`src/rtl/text_console_writer.sv`:
```
// rtl/text_console_writer.sv - byte stream to 20x64 character memory writer with cursor and control codes (option: TEXT_CONSOLE_TAB_EN)
module text_console_writer #(
    parameter int         COLS   = 64,
    parameter int         ROWS   = 20,
    parameter int         ADDR_W = 16,
    parameter logic [7:0] BLANK  = 8'h20
) (
    input  logic              clk,
    input  logic              reset,
    input  logic              in_valid,
    input  logic [7:0]        in_data,
    output logic              in_ready,
    output logic [ADDR_W-1:0] char_write_addr,
    output logic [7:0]        char_write,
    output logic              wen,
    output logic              ren,
    output logic [4:0]        cursor_row,
    output logic [5:0]        cursor_col,
    output logic              busy
);
    localparam int COL_W   = $clog2(COLS);
    localparam int SWEEP_W = $clog2(ROWS * COLS);

    typedef enum logic [1:0] {IDLE, WRITE, CLR_LINE, CLR_SCREEN} state_t;

    state_t              state, state_n;
    logic [4:0]          row, row_n, row_inc;
    logic [COL_W-1:0]    col, col_n;
    logic [SWEEP_W-1:0]  sweep, sweep_n;
    logic                advance, advance_n;
    logic                wen_n;
    logic [7:0]          data_n;
    logic [ADDR_W-1:0]   addr_n;
    logic                accept;
`ifdef TEXT_CONSOLE_TAB_EN
    logic [COL_W:0]      tab_next;
`endif

    function automatic logic [ADDR_W-1:0] addr_of(input logic [4:0] r, input logic [COL_W-1:0] c);
        return ADDR_W'({r, c});
    endfunction

    assign in_ready   = (state == IDLE) && reset;
    assign accept     = in_valid && in_ready;
    assign ren        = 1'b0;
    assign busy       = (state != IDLE);
    assign cursor_row = row;
    assign cursor_col = 6'(col);
    assign row_inc    = (row == 5'(ROWS - 1)) ? 5'd0 : row + 5'd1;
`ifdef TEXT_CONSOLE_TAB_EN
    assign tab_next   = ({1'b0, col} | (COL_W+1)'(7)) + (COL_W+1)'(1);
`endif

    always_comb begin
        state_n   = state;
        row_n     = row;
        col_n     = col;
        sweep_n   = sweep;
        advance_n = advance;
        wen_n     = 1'b0;
        data_n    = char_write;
        addr_n    = char_write_addr;
        case (state)
            IDLE: begin
                if (accept) begin
                    if (in_data >= 8'h20 && in_data <= 8'h7E) begin
                        wen_n     = 1'b1;
                        data_n    = in_data;
                        addr_n    = addr_of(row, col);
                        advance_n = 1'b1;
                        state_n   = WRITE;
                    end else begin
                        case (in_data)
                            8'h0D: col_n = '0;
                            8'h0A: begin
                                col_n   = '0;
                                row_n   = row_inc;
                                wen_n   = 1'b1;
                                data_n  = BLANK;
                                addr_n  = addr_of(row_inc, '0);
                                sweep_n = '0;
                                state_n = CLR_LINE;
                            end
                            8'h08: begin
                                // Backspace erases in place; the WRITE step must not re-advance
                                if (col != '0) begin
                                    col_n     = col - COL_W'(1);
                                    wen_n     = 1'b1;
                                    data_n    = BLANK;
                                    addr_n    = addr_of(row, col - COL_W'(1));
                                    advance_n = 1'b0;
                                    state_n   = WRITE;
                                end
                            end
                            8'h0C: begin
                                col_n   = '0;
                                row_n   = '0;
                                wen_n   = 1'b1;
                                data_n  = BLANK;
                                addr_n  = '0;
                                sweep_n = '0;
                                state_n = CLR_SCREEN;
                            end
`ifdef TEXT_CONSOLE_TAB_EN
                            8'h09: begin
                                if (tab_next >= (COL_W+1)'(COLS)) begin
                                    col_n   = '0;
                                    row_n   = row_inc;
                                    wen_n   = 1'b1;
                                    data_n  = BLANK;
                                    addr_n  = addr_of(row_inc, '0);
                                    sweep_n = '0;
                                    state_n = CLR_LINE;
                                end else begin
                                    col_n = tab_next[COL_W-1:0];
                                end
                            end
`endif
                            default: ;
                        endcase
                    end
                end
            end
            WRITE: begin
                state_n = IDLE;
                if (advance) begin
                    if (col == COL_W'(COLS - 1)) begin
                        col_n   = '0;
                        row_n   = row_inc;
                        wen_n   = 1'b1;
                        data_n  = BLANK;
                        addr_n  = addr_of(row_inc, '0);
                        sweep_n = '0;
                        state_n = CLR_LINE;
                    end else begin
                        col_n = col + COL_W'(1);
                    end
                end
            end
            CLR_LINE: begin
                if (sweep == SWEEP_W'(COLS - 1)) begin
                    state_n = IDLE;
                end else begin
                    sweep_n = sweep + SWEEP_W'(1);
                    wen_n   = 1'b1;
                    data_n  = BLANK;
                    addr_n  = char_write_addr + ADDR_W'(1);
                end
            end
            CLR_SCREEN: begin
                if (sweep == SWEEP_W'(ROWS * COLS - 1)) begin
                    state_n = IDLE;
                end else begin
                    sweep_n = sweep + SWEEP_W'(1);
                    wen_n   = 1'b1;
                    data_n  = BLANK;
                    addr_n  = char_write_addr + ADDR_W'(1);
                end
            end
            default: state_n = IDLE;
        endcase
    end

    always_ff @(posedge clk) begin
        if (!reset) begin
            state           <= IDLE;
            row             <= '0;
            col             <= '0;
            sweep           <= '0;
            advance         <= 1'b0;
            wen             <= 1'b0;
            char_write      <= 8'h00;
            char_write_addr <= '0;
        end else begin
            state           <= state_n;
            row             <= row_n;
            col             <= col_n;
            sweep           <= sweep_n;
            advance         <= advance_n;
            wen             <= wen_n;
            char_write      <= data_n;
            char_write_addr <= addr_n;
        end
    end
endmodule

```
`config.mk`:
```
export PLATFORM = sky130hd
export DESIGN_NAME = text_console_writer
export DESIGN_NICKNAME = d
export VERILOG_FILES = /design/src/rtl/text_console_writer.sv
export SDC_FILE = /design/constraint.sdc
export NUM_CORES = 1
export LEC_CHECK = 0
export ABC_AREA = 0
export BUFFER_PORTS_ARGS = -buffer_cell sky130_fd_sc_hd__buf_2
export CAP_MARGIN = 25
export CORE_MARGIN = 10
export CORE_UTILIZATION = 51
export CTS_CLUSTER_SIZE = 14
export DETAILED_ROUTE_END_ITERATION = 10
export GPL_TIMING_DRIVEN = 0
export PLACE_DENSITY = 0.76
export RECOVER_POWER = 25
export SYNTH_ARGS = -nofsm -noshare
export SYNTH_HDL_FRONTEND = slang
export SYNTH_SLANG_ARGS = --single-unit
```
`constraint.sdc`:
```
create_clock -name clk -period 1.8 [get_ports clk]
set_input_delay 0 -clock clk [delete_from_list [all_inputs] [get_ports clk]]
set_output_delay 0 -clock clk [all_outputs]
set_load 0.005 [all_outputs]
```
* After elaboration in Yosys (flattened, before gate mapping)
Index checks and enable logic that the tools add are counted.
** Operators by class
- Add/subtract/negate cells :: 5
- Order comparisons :: 2
- Equal/unequal tests :: 26
- Mux-type cells :: 61
- Reduce and logical (&&, ||, !) cells :: 18
** Operators by type and width (count)
- 16-bit two-way mux :: 7
- 11-bit two-way mux :: 7
- 16-bit one-hot mux with 4 select lines :: 1
- 8-bit two-way mux :: 7
- 16-bit one-hot mux with 3 select lines :: 1
- 11-bit one-hot mux with 4 select lines :: 1
- 8-bit by 4-bit equality test with 1-bit output (second input constant) :: 4
- 8-bit one-hot mux with 4 select lines :: 1
- 6-bit two-way mux :: 5
- 5-bit two-way mux :: 5
- 6-bit one-hot mux with 2 select lines :: 2
- 7-bit AND reduction :: 3
- 5-bit one-hot mux with 2 select lines :: 2
- 2-bit inequality test (second input constant) :: 9
- 16-bit by 1-bit adder with 16-bit output (second input constant) :: 1
- 8-bit one-hot mux with 2 select lines :: 1
- 2-bit two-way mux :: 7
- 6-bit AND reduction :: 2
- 11-bit by 1-bit adder with 11-bit output (second input constant) :: 1
- 11-bit equality test (second input constant) :: 1
- 11-bit by 6-bit equality test with 1-bit output (second input constant) :: 1
- 1-bit two-way mux :: 10
- 8-bit by 6-bit greater-or-equal comparator with 1-bit output (second input constant) :: 1
- 8-bit by 7-bit <= comparator with 1-bit output (second input constant) :: 1
- other kinds (25) :: 31
** Word-level totals
- Register bits :: 50
- Input bits :: 11
- Output and inout port bits :: 39
- Word-level logic and storage cells :: 120

* Logic depth before layout (Yosys ltp)
Gate-level depths: netlist of run 1.
- Word-level depth :: 6
- Depth in mapped cells :: 9
- Depth with buffers taken out :: 8

* Worst setup path before layout of run 1
No wires, ideal clock.
- Kind :: reg2reg
- From :: reg col[1], in the netlist cursor_col[1]
- To :: reg char_write_addr[13]
- Setup time :: 0.074 ns
- Arrival :: 1.933 ns
- Data required time :: 1.726 ns
- Path slack :: -0.207 ns
- Cell stages (with the launch flop) :: 8
- Path buffers :: 0
- Clock period less this slack :: 2.007 ns
- Path through :: dfxtp_1 ha_1 and3_1 a211oi_1 a31oi_1 nand3_2 or4_1 a31oi_1
** On the way
- Word-level cells in the longest chain between the ends :: 3
- Elaborated cells on any way between the ends :: 5
- Classes of those cells :: eq/ne: 3; reduce/logical: 2
** Ends and longest elaborated chain
- start, declared :: RTL line 28 : logic [COL_W-1:0] col, col_n;
- start signal, assigned :: RTL line 177 : col <= col_n;
- 6-bit equality test / 6-bit nonzero test (equally long branches) :: RTL line 127, 86
- 2-bit inequality test (no source line) / 4-bit inequality test (equally long branches)
- 7-bit AND reduction (no source line) *
- end signal, assigned :: RTL line 182 : char_write_addr <= addr_n;
- end, declared :: RTL line 13 : output logic [ADDR_W-1:0] char_write_addr,
Mark *: on every way between the ends. The rest lies on a longest branch, timed or not.
A chain may end at the register's enable or synchronous reset.

* Worst setup path after layout of run 1
- From :: reg col[0], in the netlist cursor_col[0]
- To :: reg char_write_addr[4]
** On the way
- Word-level cells in the longest chain between the ends :: 6
- Elaborated cells on any way between the ends :: 11
- Classes of those cells :: add/sub: 1; eq/ne: 3; mux: 5; reduce/logical: 2
** Ends and longest elaborated chain
- 6-bit by 1-bit subtractor with 6-bit output :: RTL line 90 : addr_n = addr_of(row, col - COL_W'(1));
- 16-bit two-way mux :: RTL line 86 : if (col != '0) begin
- 16-bit one-hot mux with 3 select lines :: RTL line 73 : case (in_data)
- 16-bit two-way mux :: RTL line 66 : if (in_data >= 8'h20 && in_data <= 8'h7E) begin
- 16-bit two-way mux :: RTL line 65 : if (accept) begin
- 16-bit one-hot mux with 4 select lines :: RTL line 63 : case (state)
Several ways; a longest one is shown, not always the timed one. The select of a mux whose other input is x is not followed.

==> impl_metrics.py, run 1 <==
metrics = {
    "outcome": {
        "status": "finished with violations",
        "violations": "setup timing",
    },
    "pwr": {
        "p_int_mw": 1.68,
        "max-vdd-ir-drop_v": 0.000334,
        "power-per-cell-area_nw_per_um2": 533,
        "swShare": 0.279,
        "power_switching_mw": 0.651,
        "pwr-share-comb": 0.144,
        "power_mw": 2.33,
        "p_leak_nw": 1.70,
        "clkPwrFrac": 0.370,
        "pwr-share-seq": 0.486,
    },
    "sta": {
        "finalHoldViolCount": 0,
        "timing.slew.headroom": 0.559,
        "period_share": 1.10,
        "fmax_mhz": 505,
        "finalSetupTns_ns": -3.10,
        "fin_skew_ns": 0.00878,
        "rsz0062_at_grt": "true",
        "drv_slew": 0,
        "setup_ws_ns": -0.179,
        "period_needed_ns": 1.98,
        "worst_pin_slew_ns": 0.662,
        "whs_ns": 0.0818,
        "setup_viol": 35,
    },
    "route": {
        "drtAntennaViolNets": 0,
        "dr.pass1.iters": 5,
        "drc": 0,
        "wirelength_mm": 10.8,
        "wl_per_cell_um": 18.6,
        "viasPerCell": 6.21,
        "initialDrtViolationCount": 340,
        "route.vias.total": 3591,
    },
    "worst_hold_path": {
        "hp-start": "in_data[5]",
        "hp-class": "in2reg",
        "hold_depth": 3,
    },
    "floorplan": {
        "start_util": 0.531,
        "io_pins": 50,
        "rows": 28,
        "die_area_um2": 9760,
        "die-height_um": 98.8,
        "coreArea_um2": 5960,
        "die_w_um": 98.8,
    },
    "grt": {
        "grt_pass1_wl_mm": 15.8,
        "grt_antenna_before_repair": 0,
        "grt_max_degree": 18,
        "grt_pass1_vias": 3261,
        "track_usage": 0.190,
        "overflow": 0,
    },
    "clocking": {
        "cts_htree_levels": 2,
        "cts_made_buffers": 5,
        "path_clk_slew_ns": 0.10,
        "clock-sinks": 50,
        "clk_latency_ns": 0.33,
        "root_buffer": "clkbuf_8",
        "clock_path_buffers": 2,
        "cts_tree": "built",
    },
    "finish": {
        "fin_cells": 578,
        "final_common_cell": "buf_2",
        "regArea_um2": 1020,
        "final_cell_mix": "46 x buf_2, 45 x nand2_1, 40 x dfxtp_1",
        "nNetsFinal": 519,
        "n_antenna_cell": 0,
        "layout-drive-gt1-share": 0.342,
        "layout.filler_cells": 435,
        "multi_input_area_um2": 2310,
        "area_delta_synth_final_pct": 38.4,
    },
    "logic_synthesis": {
        "synthCells": 414,
        "synthDistinctLibCells": 63,
        "synth_top_family_by_area": "simple AND/OR/NAND/NOR gates",
        "synth_edf_count": 0,
        "synthSimpleGateAreaFrac": 0.314,
        "synth_xor_area_frac": 0.0194,
        "ys_async_sr_fraction": 0,
        "synth_compound_area_frac": 0.248,
        "ys_warn_count": 0,
        "synth.avg_cell_area_um2": 7.64,
        "synth_area_um2": 3160,
        "synth_seq_cells": 50,
        "synth-adder-area-share": 0.0237,
        "seq_area_frac_synth": 0.316,
        "syn-num-nets": 431,
        "synth_flop_cell": "dfxtp_1",
        "synthMuxAreaShare": 0.0221,
    },
    "critical_path": {
        "startpoint": "cursor_col[0]$_SDFFE_PN0P_",
        "crit_cells": 8,
        "crit_chain": "ha_4 > and3_4 > a211oi_4 > a31oi_4 > and3_4 > buf_8 > a32oi_2 > a31oi_1",
        "required_ns": 1.99,
        "critPathMaxFanout": 5,
        "worstSetupEndpointType": "flop",
        "crit_family": "compound AO/OA/AOI/OAI gates",
        "rr_startpoint": "cursor_col[0]$_SDFFE_PN0P_",
        "max_stage_delay_ns": 0.38,
        "arrival_ns": 2.17,
        "reg2regPathDepth": 8,
        "crit_buf_inv": 1,
        "critPathLaunchType": "flop",
        "crit_top_cell": "and3_4",
        "slowest_stage": "dfxtp_4",
        "criticalPathCategory": "reg2reg",
    },
    "placed_design": {
        "dp_slack_ns": -0.396,
        "place.gp.congestion": 0.880,
        "placed_cells": 536,
        "post-dp-hpwl_mm": 6.76,
        "portBuffers": 47,
    },
    "job": {
        "maxCapViolCount": 0,
    },
}
[layout make-up]
| class | count | share of cell area |
|---|---|---|
| plain buffers | 26 | 0.0509 |
| clock buffers | 5 | 0.0157 |
| clock inverters | 3 | 0.0109 |
| inverters | 13 | 0.0111 |
| multi-input cells | 325 | 0.528 |
| flip-flops and latches | 50 | 0.233 |
| well taps | 75 | 0.0214 |
| repair buffers | 81 | 0.129 |
[power by group through the flow]
stage               clock [mW]  combinational, mW  sequential [mW]
floorplan                    0              0.152             1.16
global placement             0              0.233             1.16
CTS                      0.858              0.285             1.13
global route             0.889              0.358             1.14
detailed placement           0              0.237             1.16
finish                   0.863              0.337             1.13
[worst register-to-register path, cell delays in order, from the launching register on]
cell	delay [ns]
dfxtp_4	0.38
ha_4	0.16
and3_4	0.19
a211oi_4	0.33
a31oi_4	0.08
and3_4	0.24
buf_8	0.14
a32oi_2	0.19
a31oi_1	0.12
[worst paths after layout]
path / end / slack (ns)
max: char_write_addr[4]$_SDFFE_PN0P_ / -0.18
min: char_write[5]$_SDFFE_PN0P_ / 0.08
max reg2reg: char_write_addr[4]$_SDFFE_PN0P_ / -0.18
min reg2reg: char_write[7]$_SDFFE_PN0P_ / 0.49
[kinds of logic after synthesis]
kind of cell / count (synthesis)
mux: 7
flops: 50
fa+ha+maj: 6
other cells: 1
buf+inv: 39
simple gates: 182
compound gates: 122
xor+xnor: 7
[registers in the layout, indices dropped and copies added (netlist names)]
| register | count |
|---|---|
| char_write_addr | 16 |
| sweep | 11 |
| char_write | 8 |
| cursor_col | 6 |
| cursor_row | 5 |
| state | 2 |
| advance | 1 |
| wen | 1 |
[Yosys cell counts, types with 3 or more instances]
cell type | n | area [µm²]
dfxtp_1 | 50 | 1000
nand2_1 | 45 | 169
a21oi_1 | 34 | 170
o21ai_0 | 29 | 145
nor2_1 | 25 | 93.8
nand3_1 | 19 | 95.1
and2_1 | 13 | 81.3
inv_1 | 13 | 48.8
nor3_1 | 13 | 65.1
a31oi_1 | 12 | 75.1
buf_2 | 11 | 55.1
clkbuf_1 | 11 | 41.3
and3_1 | 10 | 62.6
o21a_1 | 10 | 75.1
nor2b_1 | 9 | 56.3
or3_1 | 8 | 50.1
mux2i_1 | 7 | 70.1
nand4_1 | 7 | 43.8
nor3b_1 | 7 | 52.6
nor4_1 | 7 | 43.8
ha_1 | 6 | 75.1
o211ai_1 | 5 | 37.5
a21o_1 | 4 | 30.0
xor2_1 | 4 | 35.0
a211oi_1 | 3 | 22.5
a32oi_1 | 3 | 26.3
nand3b_1 | 3 | 22.5
xnor2_1 | 3 | 26.3
[stage by stage]
step | util | area (µm²)
3_5_place_dp | 0.601 | 3580
2_1_floorplan | - | 3250
5_1_grt | 0.735 | 4380
4_1_cts | 0.683 | 4070
6_report | 0.735 | 4380
3_3_place_gp | 0.601 | 3580
[routing by layer]
layer | wire [µm] | track usage | vias up
met1 | 4210 | 0.227 | 1665
met3 | 1070 | 0.0489 | 34
met2 | 5150 | 0.321 | 208
met4 | 330 | 0.0706 | 0
met5 | 0 | 0 | -
li1 | - | - | 1684
[timing repair]
item / 4_1_cts / 5_1_grt
hold buffers: 1 / 0
setup buffers: 17 / 12
setup endpoints to repair: 48 / 47
gates resized for setup: 58 / 51
pin swaps: 16 / 15
endpoints found under the hold margin: 1 / 0
cloned: 1 / 3
Note: power is estimated with default switching activity, not from simulation.
==> inputs of run 2 (changes only) <==
--- a/config.mk
+++ b/config.mk
@@ -15,6 +15,7 @@
 export GPL_TIMING_DRIVEN = 0
 export PLACE_DENSITY = 0.76
 export RECOVER_POWER = 25
+export REMOVE_ABC_BUFFERS = 1
 export SYNTH_ARGS = -nofsm -noshare
 export SYNTH_HDL_FRONTEND = slang
 export SYNTH_SLANG_ARGS = --single-unit
==> impl_metrics.py, run 2 (synthesis results as in run 1) <==
metrics = {
    "floorplan": {
        "coreArea_um2": 5960,
        "die-height_um": 98.8,
        "start_util": 0.531,
        "rows": 28,
        "die_area_um2": 9760,
        "io_pins": 50,
        "die_w_um": 98.8,
    },
    "sta": {
        "setup_ws_ns": -0.190,
        "fmax_mhz": 502,
        "drv_slew": 0,
        "worst_pin_slew_ns": 0.687,
        "rsz0062_at_grt": "true",
        "finalSetupTns_ns": -3.45,
        "timing.slew.headroom": 0.539,
        "whs_ns": 0.0315,
        "fin_skew_ns": 0.0104,
        "period_needed_ns": 1.99,
        "period_share": 1.11,
        "setup_viol": 32,
        "finalHoldViolCount": 0,
    },
    "finish": {
        "area_delta_synth_final_pct": 39.9,
        "final_cell_mix": "45 x nand2_1, 37 x dfxtp_1, 37 x buf_2",
        "post-route-cell-area_um2": 4430,
        "n_antenna_cell": 0,
        "layout-drive-gt1-share": 0.361,
        "biggestRegsByFlops": "char_write_addr x16, sweep x11, char_write x8",
        "multi_input_area_um2": 2450,
        "final_common_cell": "nand2_1",
        "fin_cells": 577,
        "utilization": 0.743,
        "regMostFlops": "char_write_addr",
        "nNetsFinal": 518,
        "layout.filler_cells": 387,
        "regArea_um2": 1040,
        "largest_register_ffs": 16,
    },
    "clocking": {
        "cts_htree_levels": 2,
        "path_clk_slew_ns": 0.10,
        "clock-sinks": 50,
        "cts_tree": "built",
        "clock_path_buffers": 2,
        "clk_latency_ns": 0.32,
        "cts_made_buffers": 5,
        "root_buffer": "clkbuf_8",
    },
    "placed_design": {
        "portBuffers": 48,
        "post-dp-hpwl_mm": 5.77,
        "placed_cells": 513,
        "place.gp.congestion": 0.892,
        "dp_slack_ns": -0.998,
        "post_dp_cell_area_um2": 3430,
    },
    "critical_path": {
        "required_ns": 1.99,
        "worstSetupEndpointType": "flop",
        "critPathMaxFanout": 11,
        "critPathLaunchType": "flop",
        "arrival_ns": 2.19,
        "criticalPathCategory": "reg2reg",
    },
    "pwr": {
        "power_mw": 2.19,
        "max-vdd-ir-drop_v": 0.000358,
        "p_leak_nw": 1.66,
        "power-per-cell-area_nw_per_um2": 496,
    },
    "outcome": {
        "violations": "setup timing",
        "status": "finished with violations",
    },
    "route": {
        "dr.pass1.iters": 5,
        "wirelength_mm": 11.8,
        "drc": 0,
        "initialDrtViolationCount": 507,
        "route.vias.total": 3838,
        "viasPerCell": 6.65,
        "wl_per_cell_um": 20.5,
        "drtAntennaViolNets": 0,
    },
    "grt": {
        "grt_antenna_before_repair": 0,
        "grt_pass1_vias": 3310,
        "grt_pass1_wl_mm": 16.4,
        "track_usage": 0.198,
        "grt_max_degree": 24,
        "overflow": 0,
    },
    "worst_hold_path": {
        "hp-class": "in2reg",
    },
    "job": {
        "maxCapViolCount": 0,
    },
}
run 2: final timing paths:
path / end / from / cells after the start / slack (ns)
max: char_write_addr[2]$_SDFFE_PN0P_ / cursor_col[0]$_SDFFE_PN0P_ / 8 / -0.19
min: char_write[5]$_SDFFE_PN0P_ / in_data[5] / 3 / 0.03
max reg2reg: char_write_addr[2]$_SDFFE_PN0P_ / cursor_col[0]$_SDFFE_PN0P_ / 8 / -0.19
min reg2reg: char_write[7]$_SDFFE_PN0P_ / char_write[7]$_SDFFE_PN0P_ / 1 / 0.48
run 2: cell type report:
type	instances	area share
multi-input cells	334	0.554
flip-flops and latches	50	0.234
repair buffers	97	0.158
well taps	75	0.0212
clock buffers	7	0.0195
inverters	13	0.0116
clock inverters	1	0.00113
run 2: critical path, stage by stage (launching register included):
cell and delay [ns]:
dfxtp_4 0.37, ha_4 0.15, and3_4 0.19, a211oi_4 0.37, a31oi_4 0.13, buf_4 0.18
and3_4 0.22, o21ai_1 0.15, a21oi_1 0.11
run 2: report_power, final:
part | switching, mW | internal (mW) | total, mW
logic | 0.210 | 0.148 | 0.358
registers | 0.0209 | 1.11 | 1.13
clock network | 0.394 | 0.311 | 0.705
total | 0.624 | 1.57 | 2.19
run 2: what timing repair did:
action                                 4_1_cts  5_1_grt
resized for setup                           63       71
setup endpoints to repair                   49       48
hold buffers                                 1        0
cloned                                       7        4
buffers inserted                            31       13
endpoints found under the hold margin        1        0
pin swaps                                   19       19
run 2: layer usage:
layer  vias to the layer above  global-route usage  share of wire  wire length [µm]
met5                         -                   0              0                 0
met4                         0               0.100          0.051               608
met3                        62              0.0454          0.089              1050
met2                       264               0.318           0.48              5620
met1                      1810               0.242           0.38              4540
li1                       1702                   -              -                 -
